===== src/rtl/stopwatch_pkg.sv =====
// Shared types and helpers for the BCD stopwatch controller.
package stopwatch_pkg;

    typedef enum logic [1:0] {
        IDLE  = 2'b00,
        RUN   = 2'b01,
        PAUSE = 2'b10,
        DONE  = 2'b11
    } state_e;

    localparam logic [3:0] BCD_MAX = 4'd9;

    // Next value of one decade digit; anything at or above 9 wraps to 0.
    function automatic logic [3:0] bcd_step(input logic [3:0] q, input logic en);
        if (!en)
            return q;
        if (q >= BCD_MAX)
            return 4'd0;
        return q + 4'd1;
    endfunction

endpackage


===== src/rtl/bcd_digit.sv =====
// One decade counter of the stopwatch chain, with synchronous clear.
module bcd_digit
    import stopwatch_pkg::*;
(
    input  logic       clk,
    input  logic       rst_n,
    input  logic       en,
    input  logic       clr,
    output logic [3:0] q,
    output logic       carry
);

    // Carry ripples combinationally so the whole chain updates on one tick edge.
    assign carry = en & (q == BCD_MAX);

    // Digit register: clear has priority over counting.
    always_ff @(posedge clk or negedge rst_n) begin
        if (!rst_n)
            q <= 4'd0;
        else if (clr)
            q <= 4'd0;
        else
            q <= bcd_step(q, en);
    end

endmodule


===== src/rtl/stopwatch_ctrl.sv =====
// Start/pause/clear stopwatch: prescaler, cascaded BCD digits, limit stop.
module stopwatch_ctrl
    import stopwatch_pkg::*;
#(
    parameter int NUM_DIGITS = 4,
    parameter int PRESCALE   = 10
) (
    input  logic                    clk,
    input  logic                    rst_n,
    input  logic                    start,
    input  logic                    pause,
    input  logic                    clear,
    input  logic [4*NUM_DIGITS-1:0] limit,
    output logic [4*NUM_DIGITS-1:0] digits,
    output logic                    tick,
    output logic                    running,
    output logic                    done,
    output logic                    overflow
);

    localparam int PW = $clog2(PRESCALE);

    state_e                            state_q, state_d;
    logic [PW-1:0]                     presc_q, presc_d;
    logic [4*NUM_DIGITS-1:0]           limit_q;
    logic                              tick_q, running_q, done_q, overflow_q;
    logic [NUM_DIGITS-1:0][3:0]        dig;
    logic [NUM_DIGITS-1:0][3:0]        next_cnt;
    logic [NUM_DIGITS:0]               en;
    logic [NUM_DIGITS-1:0]             carry;
    logic                              presc_last, inc, terminal, load;

    assign presc_last = (presc_q == PW'(PRESCALE - 1));
    // Clear on a tick edge suppresses the increment entirely.
    assign inc        = (state_q == RUN) && presc_last && !clear;
    assign load       = (state_q == IDLE) && start && !clear;
    assign en[0]      = inc;

    for (genvar i = 0; i < NUM_DIGITS; i++) begin : g_digit
        bcd_digit u_digit (
            .clk   (clk),
            .rst_n (rst_n),
            .en    (en[i]),
            .clr   (clear),
            .q     (dig[i]),
            .carry (carry[i])
        );
        assign en[i+1]     = carry[i];
        // Post-increment view of the chain, used for the limit compare.
        assign next_cnt[i] = bcd_step(dig[i], en[i]);
    end

    assign terminal = inc && (next_cnt == limit_q);

    // Next-state and prescaler decode; priority clear > pause > start.
    always_comb begin
        state_d = state_q;
        presc_d = presc_q;
        if (clear) begin
            state_d = IDLE;
            presc_d = '0;
        end else begin
            unique case (state_q)
                IDLE: if (start) begin
                    state_d = (limit == '0) ? DONE : RUN;
                    presc_d = '0;
                end
                RUN: begin
                    presc_d = presc_last ? '0 : presc_q + PW'(1);
                    if (pause)         state_d = PAUSE;
                    else if (terminal) state_d = DONE;
                end
                PAUSE: if (start && !pause) state_d = RUN;
                DONE:  state_d = DONE;
                default: state_d = IDLE;
            endcase
        end
    end

    // State, prescaler, latched limit and registered status outputs.
    always_ff @(posedge clk or negedge rst_n) begin
        if (!rst_n) begin
            state_q    <= IDLE;
            presc_q    <= '0;
            limit_q    <= '0;
            tick_q     <= 1'b0;
            running_q  <= 1'b0;
            done_q     <= 1'b0;
            overflow_q <= 1'b0;
        end else begin
            state_q    <= state_d;
            presc_q    <= presc_d;
            if (load)
                limit_q <= limit;
            tick_q     <= inc;
            running_q  <= (state_d == RUN);
            done_q     <= (state_d == DONE);
            overflow_q <= carry[NUM_DIGITS-1];
        end
    end

    assign digits   = dig;
    assign tick     = tick_q;
    assign running  = running_q;
    assign done     = done_q;
    assign overflow = overflow_q;

endmodule


===== config.mk =====
export PLATFORM = sky130hd
export DESIGN_NAME = stopwatch_ctrl
export DESIGN_NICKNAME = d
export VERILOG_FILES = /design/src/rtl/stopwatch_pkg.sv /design/src/rtl/bcd_digit.sv /design/src/rtl/stopwatch_ctrl.sv
export SDC_FILE = /design/constraint.sdc
export NUM_CORES = 1
export LEC_CHECK = 0
export ABC_AREA = 0
export CORE_MARGIN = 2
export CORE_UTILIZATION = 40
export DETAILED_ROUTE_END_ITERATION = 10
export GPL_ROUTABILITY_DRIVEN = 1
export SLEW_MARGIN = 25
export SYNTH_ARGS = -nofsm -noshare
export SYNTH_HDL_FRONTEND = slang
export SYNTH_SLANG_ARGS = --single-unit

===== constraint.sdc =====
create_clock -name clk -period 4.35 [get_ports clk]
set_input_delay 0.87 -clock clk [delete_from_list [all_inputs] [get_ports clk]]
set_output_delay 0.87 -clock clk [all_outputs]
set_load 0.01 [all_outputs]

==> results.json, run 1 <==
{
  "status": "complete, no violations",
  "avgSynthCellArea_um2": 9.58,
  "hold_buffers": 0,
  "dp_hpwl_mm": 5.22,
  "rows": 30,
  "drive_above_1_share": 0.130,
  "skew_ns": 0.0102,
  "worstSkewPairLatency_ns": 0.30,
  "power_density_mw_per_mm2": 272,
  "critPathMaxFanout": 9,
  "die_h_um": 87.8,
  "post_cts_buffers": 0,
  "final.period_utilization": 0.801,
  "crit_path_end_kind": "flop",
  "hold_path.class": "flop to flop",
  "final_nets": 365,
  "grt_max_degree": 43,
  "ys_ff_latch": 42,
  "setup_violations": 0,
  "required_ns": 4.54,
  "area_growth_pct": 20.1,
  "track_usage": 0.190,
  "fp.dieW_um": 87.8,
  "postSynthCellCount": 293,
  "final_area_mm2": 0.00337,
  "globalplace.congestion": 0.863,
  "cts_tree": "built",
  "htreeDepth": 2,
  "setup_tns_ns": 0,
  "detail_route.wl_per_cell_um": 16.3,
  "slew_violations": 0,
  "routed_wl_mm": 6.95,
  "relSlewSlack": 0.575,
  "post_dp_cell_area_mm2": 0.00328,
  "synthesis.nets": 328,
  "p_leak_nw": 1.32,
  "criticalPathCategory": "input pin to flop",
  "numCtsBuffers": 5,
  "synth_warnings": 0,
  "switchingPower_mw": 0.263,
  "p_int_mw": 0.656,
  "ioPinCount": 41,
  "port_buffers": 40,
  "first_iter_violations": 271,
  "grt_first_pass_wirelength_mm": 11.3,
  "dr.pass1.iters": 5,
  "hold_viol_final": 0,
  "cts-root-buf": "clkbuf_8",
  "avgViaCountPerCell": 5.63,
  "clk_path_buf_depth": 2,
  "synthFlopType": "dfrtp_1",
  "grt_pass1_vias": 2209,
  "power_frac_seq": 0.526,
  "cp.arrival_ns": 3.67,
  "path_clk_slew_ns": 0.09,
  "vdd_ir_drop_max_mv": 0.168,
  "cts_resized": 0,
  "synth_edf_count": 0,
  "fmax_mhz": 287,
  "fin_crit_ns": 3.48,
  "diodes": 0,
  "clock_power_share": 0.298,
  "dieArea_mm2": 0.00771,
  "antenna_found_initial": 0,
  "r2r_cells": 9,
  "synthDistinctLibCells": 66,
  "cp-start-kind": "input pin",
  "seq_area_frac_synth": 0.374,
  "vias": 2402,
  "start_util": 0.413,
  "syn-cell-area_mm2": 0.00281,
  "clkSinkCount": 42,
  "combinationalPowerShare": 0.176,
  "drcViolationCount": 0,
  "min_path_cells": 1,
  "power.share.switching": 0.286,
  "async_flop_share": 1.00,
  "tightest_slew_ns": 0.633,
  "rsz0062_at_grt": "false",
  "detail-route-antenna-nets": 0,
  "drv_cap": 0,
  "grt-ovfl-total": 0,
  "core_mm2": 0.00679
}
-- stage by stage --
step,hold slack [ns],power [mW],utilization,std cells,worst slack [ns]
finish,0.526,0.919,0.497,427,0.867
global route,0.578,0.962,0.497,427,0.725
CTS,0.527,0.926,0.496,427,0.910
detailed placement,0.514,0.654,0.482,419,0.589
global placement,0.521,0.652,0.482,419,0.618
floorplan,0.479,0.586,-,293,1.53
-- layout by cell type (no fill, tap or decap), drive strengths merged, types with 10 or more instances in the layout --
| cell | instances |
|---|---|
| dfrtp | 42 |
| clkdlybuf4s50 | 39 |
| nor2 | 26 |
| nand2 | 21 |
| a21oi | 16 |
| mux2 | 15 |
| inv | 14 |
| ha | 14 |
| o21ai | 10 |
-- state kept, by name, summed over array words and instances (netlist names) --
signal and count:
presc_q 4, tick 1, overflow 1, limit_q 16, state_q 2, done 1
g_digit.u_digit.q 16, running 1
-- power groups by stage --
stage	combinational, mW	sequential, mW	clock, mW
global route	0.177	0.490	0.296
detailed placement	0.163	0.491	0
finish	0.162	0.484	0.274
global placement	0.162	0.490	0
CTS	0.163	0.483	0.280
floorplan	0.117	0.469	0
-- layout make-up --
cell class / count / area, um^2
multi-input combinational: 224 / 1630
sequential: 42 / 1050
clock inverter: 2 / 12.5
fill: 635 / 3420
tap: 96 / 120
clock buffer: 6 / 82.6
inverter: 14 / 52.6
timing repair buffer: 43 / 420
-- layer usage --
layer,vias to the layer above,GRT usage,part of all wire
met5,-,0,0
met4,0,0.0406,0.0094
met3,8,0.0330,0.049
met2,76,0.303,0.46
met1,1148,0.272,0.48
li1,1170,-,-
-- path summary, 6_finish.rpt --
check / slack (ns) / startpoint / endpoint
min: 0.53 / presc_q[2]$_DFFE_PN0P_ / presc_q[2]$_DFFE_PN0P_
max reg2reg: 1.38 / g_digit[0].u_digit.q[1]$_DFF_PN0_ / running$_DFF_PN0_
max: 0.87 / clear / running$_DFF_PN0_
min reg2reg: 0.53 / presc_q[2]$_DFFE_PN0P_ / presc_q[2]$_DFFE_PN0P_
min in group asynchronous: 0.55 / rst_n / g_digit[2].u_digit.q[1]$_DFF_PN0_
max in group asynchronous: 3.42 / rst_n / running$_DFF_PN0_
-- cell families after synthesis --
family                     Yosys count  synth area share
muxes                               17            0.0673
adders and majority gates           14            0.0624
DFF                                 42             0.374
xor gates and xnor gates            10            0.0312
buffers and inverters               27            0.0437
AOI/OAI and AO/OA                   65             0.166
and+or+nand+nor                    118             0.255
-- cells in the mapped netlist (all sizes together), types with 2 or more instances --
| cell type | number | area, um^2 |
|---|---|---|
| ha | 14 | 175 |
| nor3 | 8 | 45.0 |
| and3b | 3 | 26.3 |
| and4b | 2 | 20.0 |
| clkbuf | 8 | 30.0 |
| nor2 | 26 | 97.6 |
| mux2 | 15 | 169 |
| a211oi | 4 | 30.0 |
| xor2 | 3 | 26.3 |
| a2111oi | 2 | 36.3 |
| and3 | 6 | 42.5 |
| mux2i | 2 | 20.0 |
| nand2b | 3 | 18.8 |
| nand4 | 7 | 43.8 |
| o221ai | 2 | 17.5 |
| a211o | 3 | 27.5 |
| nand2 | 21 | 78.8 |
| a31oi | 5 | 31.3 |
| nor4bb | 4 | 40.0 |
| nor4 | 8 | 71.3 |
| o21ai | 10 | 50.1 |
| a41oi | 2 | 17.5 |
| nor2b | 3 | 18.8 |
| inv | 14 | 52.6 |
| o211ai | 4 | 30.0 |
| xnor2 | 7 | 61.3 |
| dfrtp | 42 | 1050 |
| buf | 5 | 40.0 |
| nor3b | 4 | 30.0 |
| nand3 | 7 | 40.0 |
| a31o | 2 | 17.5 |
| a21boi | 2 | 15.0 |
| or3b | 5 | 43.8 |
| nand3b | 4 | 30.0 |
| nand4b | 2 | 23.8 |
| nor4b | 2 | 23.8 |
| a21oi | 16 | 80.1 |
-- critical path, stage by stage --
cell and delay [ns]:
clkdlybuf4s50_1 0.52, or3b_1 0.58, nor3_2 0.60, a311o_1 0.26, o2111ai_1 0.16, a2111oi_4 0.23
nand4_1 0.21, and3_1 0.23
(Power assumes the default switching activity.)
==> run 2, diff against run 1 <==
clock period = 3.24 ns   (was 4.35 ns; I/O delays follow)
==> results.json, run 2 (same netlist as run 1, synthesis figures left out) <==
{
  "cp_cell_sequence": "clkdlybuf4s50_1 > or3b_1 > nor4_4 > nand4b_2 > and3_4 > a2111oi_4 > nand4_1 > and3_1",
  "cp-start-kind": "input pin",
  "final.period_utilization": 0.900,
  "drv_cap": 0,
  "crit_path_end_kind": "flop",
  "critPathMaxFanout": 4,
  "drcViolationCount": 0,
  "first_iter_violations": 195,
  "hold_viol_final": 0,
  "power.share.switching": 0.298,
  "n_fill_cell": 657,
  "cp_slowest_stage_delay_ns": 0.53,
  "avgViaCountPerCell": 5.59,
  "path_clk_slew_ns": 0.09,
  "drt-met1-wl_mm": 3.46,
  "die_h_um": 87.8,
  "cts_resized": 0,
  "port_buffers": 40,
  "power_density_mw_per_mm2": 353,
  "diodes": 0,
  "final_nets": 384,
  "grt-ovfl-total": 0,
  "grt_max_degree": 43,
  "tightest_slew_ns": 0.548,
  "critPathTopFamily": "simple AND/OR/NAND/NOR gates",
  "wl_met3_um": 349,
  "relSlewSlack": 0.634,
  "crit_buf_inv": 1,
  "ioPinCount": 41,
  "fin_crit_ns": 2.92,
  "drive_above_1_share": 0.177,
  "area_growth_pct": 25.2,
  "track_usage": 0.201,
  "routed_wl_mm": 7.41,
  "cp.arrival_ns": 3.11,
  "skew_ns": 0.00955,
  "cp_slowest_cell": "or3b_1",
  "detail_route.wl_per_cell_um": 16.6,
  "p_leak_nw": 1.41,
  "largestRegisters": "g_digit.u_digit.q: 16 flops, limit_q: 16 flops, presc_q: 4 flops",
  "grt_first_pass_wirelength_mm": 11.8,
  "rsz0062_at_grt": "false",
  "grt_pass1_vias": 2303,
  "combinationalPowerShare": 0.185,
  "cts-root-buf": "clkbuf_8",
  "final_cell_mix": "42 x dfrtp_1, 39 x clkdlybuf4s50_1, 26 x nor2_1",
  "hold_path.class": "input pin to asynchronous set/reset pin",
  "slew_violations": 0,
  "setup_violations": 0,
  "wl_met2_mm": 3.56,
  "criticalPathCategory": "input pin to flop",
  "layout_commonest_cell": "dfrtp_1",
  "switchingPower_mw": 0.369,
  "power_frac_seq": 0.525,
  "detail-route-antenna-nets": 0,
  "finalCoreUtilization": 0.517,
  "vias": 2492,
  "setup_tns_ns": 0,
  "cts_tree": "built",
  "seqCellArea_mm2": 0.00105,
  "htreeDepth": 2,
  "worstSkewPairLatency_ns": 0.30,
  "numCtsBuffers": 5,
  "core_mm2": 0.00679,
  "post_cts_buffers": 0,
  "globalplace.congestion": 0.868,
  "required_ns": 3.43,
  "dr.pass1.iters": 4,
  "vdd_ir_drop_max_mv": 0.234,
  "clkSinkCount": 42,
  "p_int_mw": 0.871,
  "dp_hpwl_mm": 5.75,
  "rows": 30,
  "clk_path_buf_depth": 2,
  "fp.dieW_um": 87.8,
  "fmax_mhz": 343,
  "clock_power_share": 0.290,
  "routed.top_layer": "met4",
  "multi_input_area_mm2": 0.00163,
  "antenna_found_initial": 0,
  "hold_buffers": 0,
  "status": "complete, no violations",
  "dieArea_mm2": 0.00771,
  "start_util": 0.413
}
==> run 2: changes by cell type in the layout (fill, tap and decap cells not counted) <==
cell	previous run	this run
buf_4	4	23
clkinv_2	1	0
clkinv_4	0	1
clkbuf_8	6	5
inv_6	0	1
==> run 2: layout make-up <==
cell class,count,area share
Clock buffer,5,0.0196
Clock inverter,3,0.00712
Inverter,14,0.0150
Multi-Input combinational cell,224,0.465
Sequential cell,42,0.299
Tap cell,96,0.0342
Timing Repair Buffer,62,0.160
==> run 2: final timing paths <==
kind | from | to | slack (ns) | depth (start not counted)
hold / removal | rst_n | g_digit[3].u_digit.q[0]$_DFF_PN0_ | 0.33 | 1
setup / recovery | clear | running$_DFF_PN0_ | 0.32 | 8
hold reg to reg | presc_q[2]$_DFFE_PN0P_ | presc_q[2]$_DFFE_PN0P_ | 0.54 | 1
setup reg to reg | g_digit[2].u_digit.q[0]$_DFF_PN0_ | running$_DFF_PN0_ | 0.34 | 8
max in group asynchronous | rst_n | state_q[0]$_DFF_PN0_ | 2.54 | 1
min in group clk | presc_q[2]$_DFFE_PN0P_ | presc_q[2]$_DFFE_PN0P_ | 0.54 | 1
==> run 2: stage by stage <==
step / setup slack [ns] / cell area (um^2) / hold slack [ns] / cells / total power, mW
6_report: 0.325 / 3510 / 0.328 / 446 / 1.24
5_1_grt: 0.149 / 3510 / 0.366 / 446 / 1.30
4_1_cts: 0.330 / 3510 / 0.526 / 446 / 1.25
3_5_place_dp: 0.00927 / 3420 / 0.522 / 438 / 0.890
3_3_place_gp: 0.0857 / 3420 / 0.519 / 438 / 0.885
2_1_floorplan: 0.623 / 2810 / 0.352 / 293 / 0.787
==> run 2: power groups by stage <==
stage	logic, mW	clock network [mW]	registers, mW
global route	0.251	0.395	0.657
finish	0.229	0.360	0.651
detailed placement	0.230	0	0.660
floorplan	0.157	0	0.629
global placement	0.227	0	0.658
CTS	0.231	0.372	0.649
==> run 2: layer usage <==
metal | GRT usage | vias up
met5 | 0 | -
met4 | 0.0378 | 0
met3 | 0.0330 | 4
met2 | 0.337 | 71
met1 | 0.276 | 1210
li1 | - | 1207
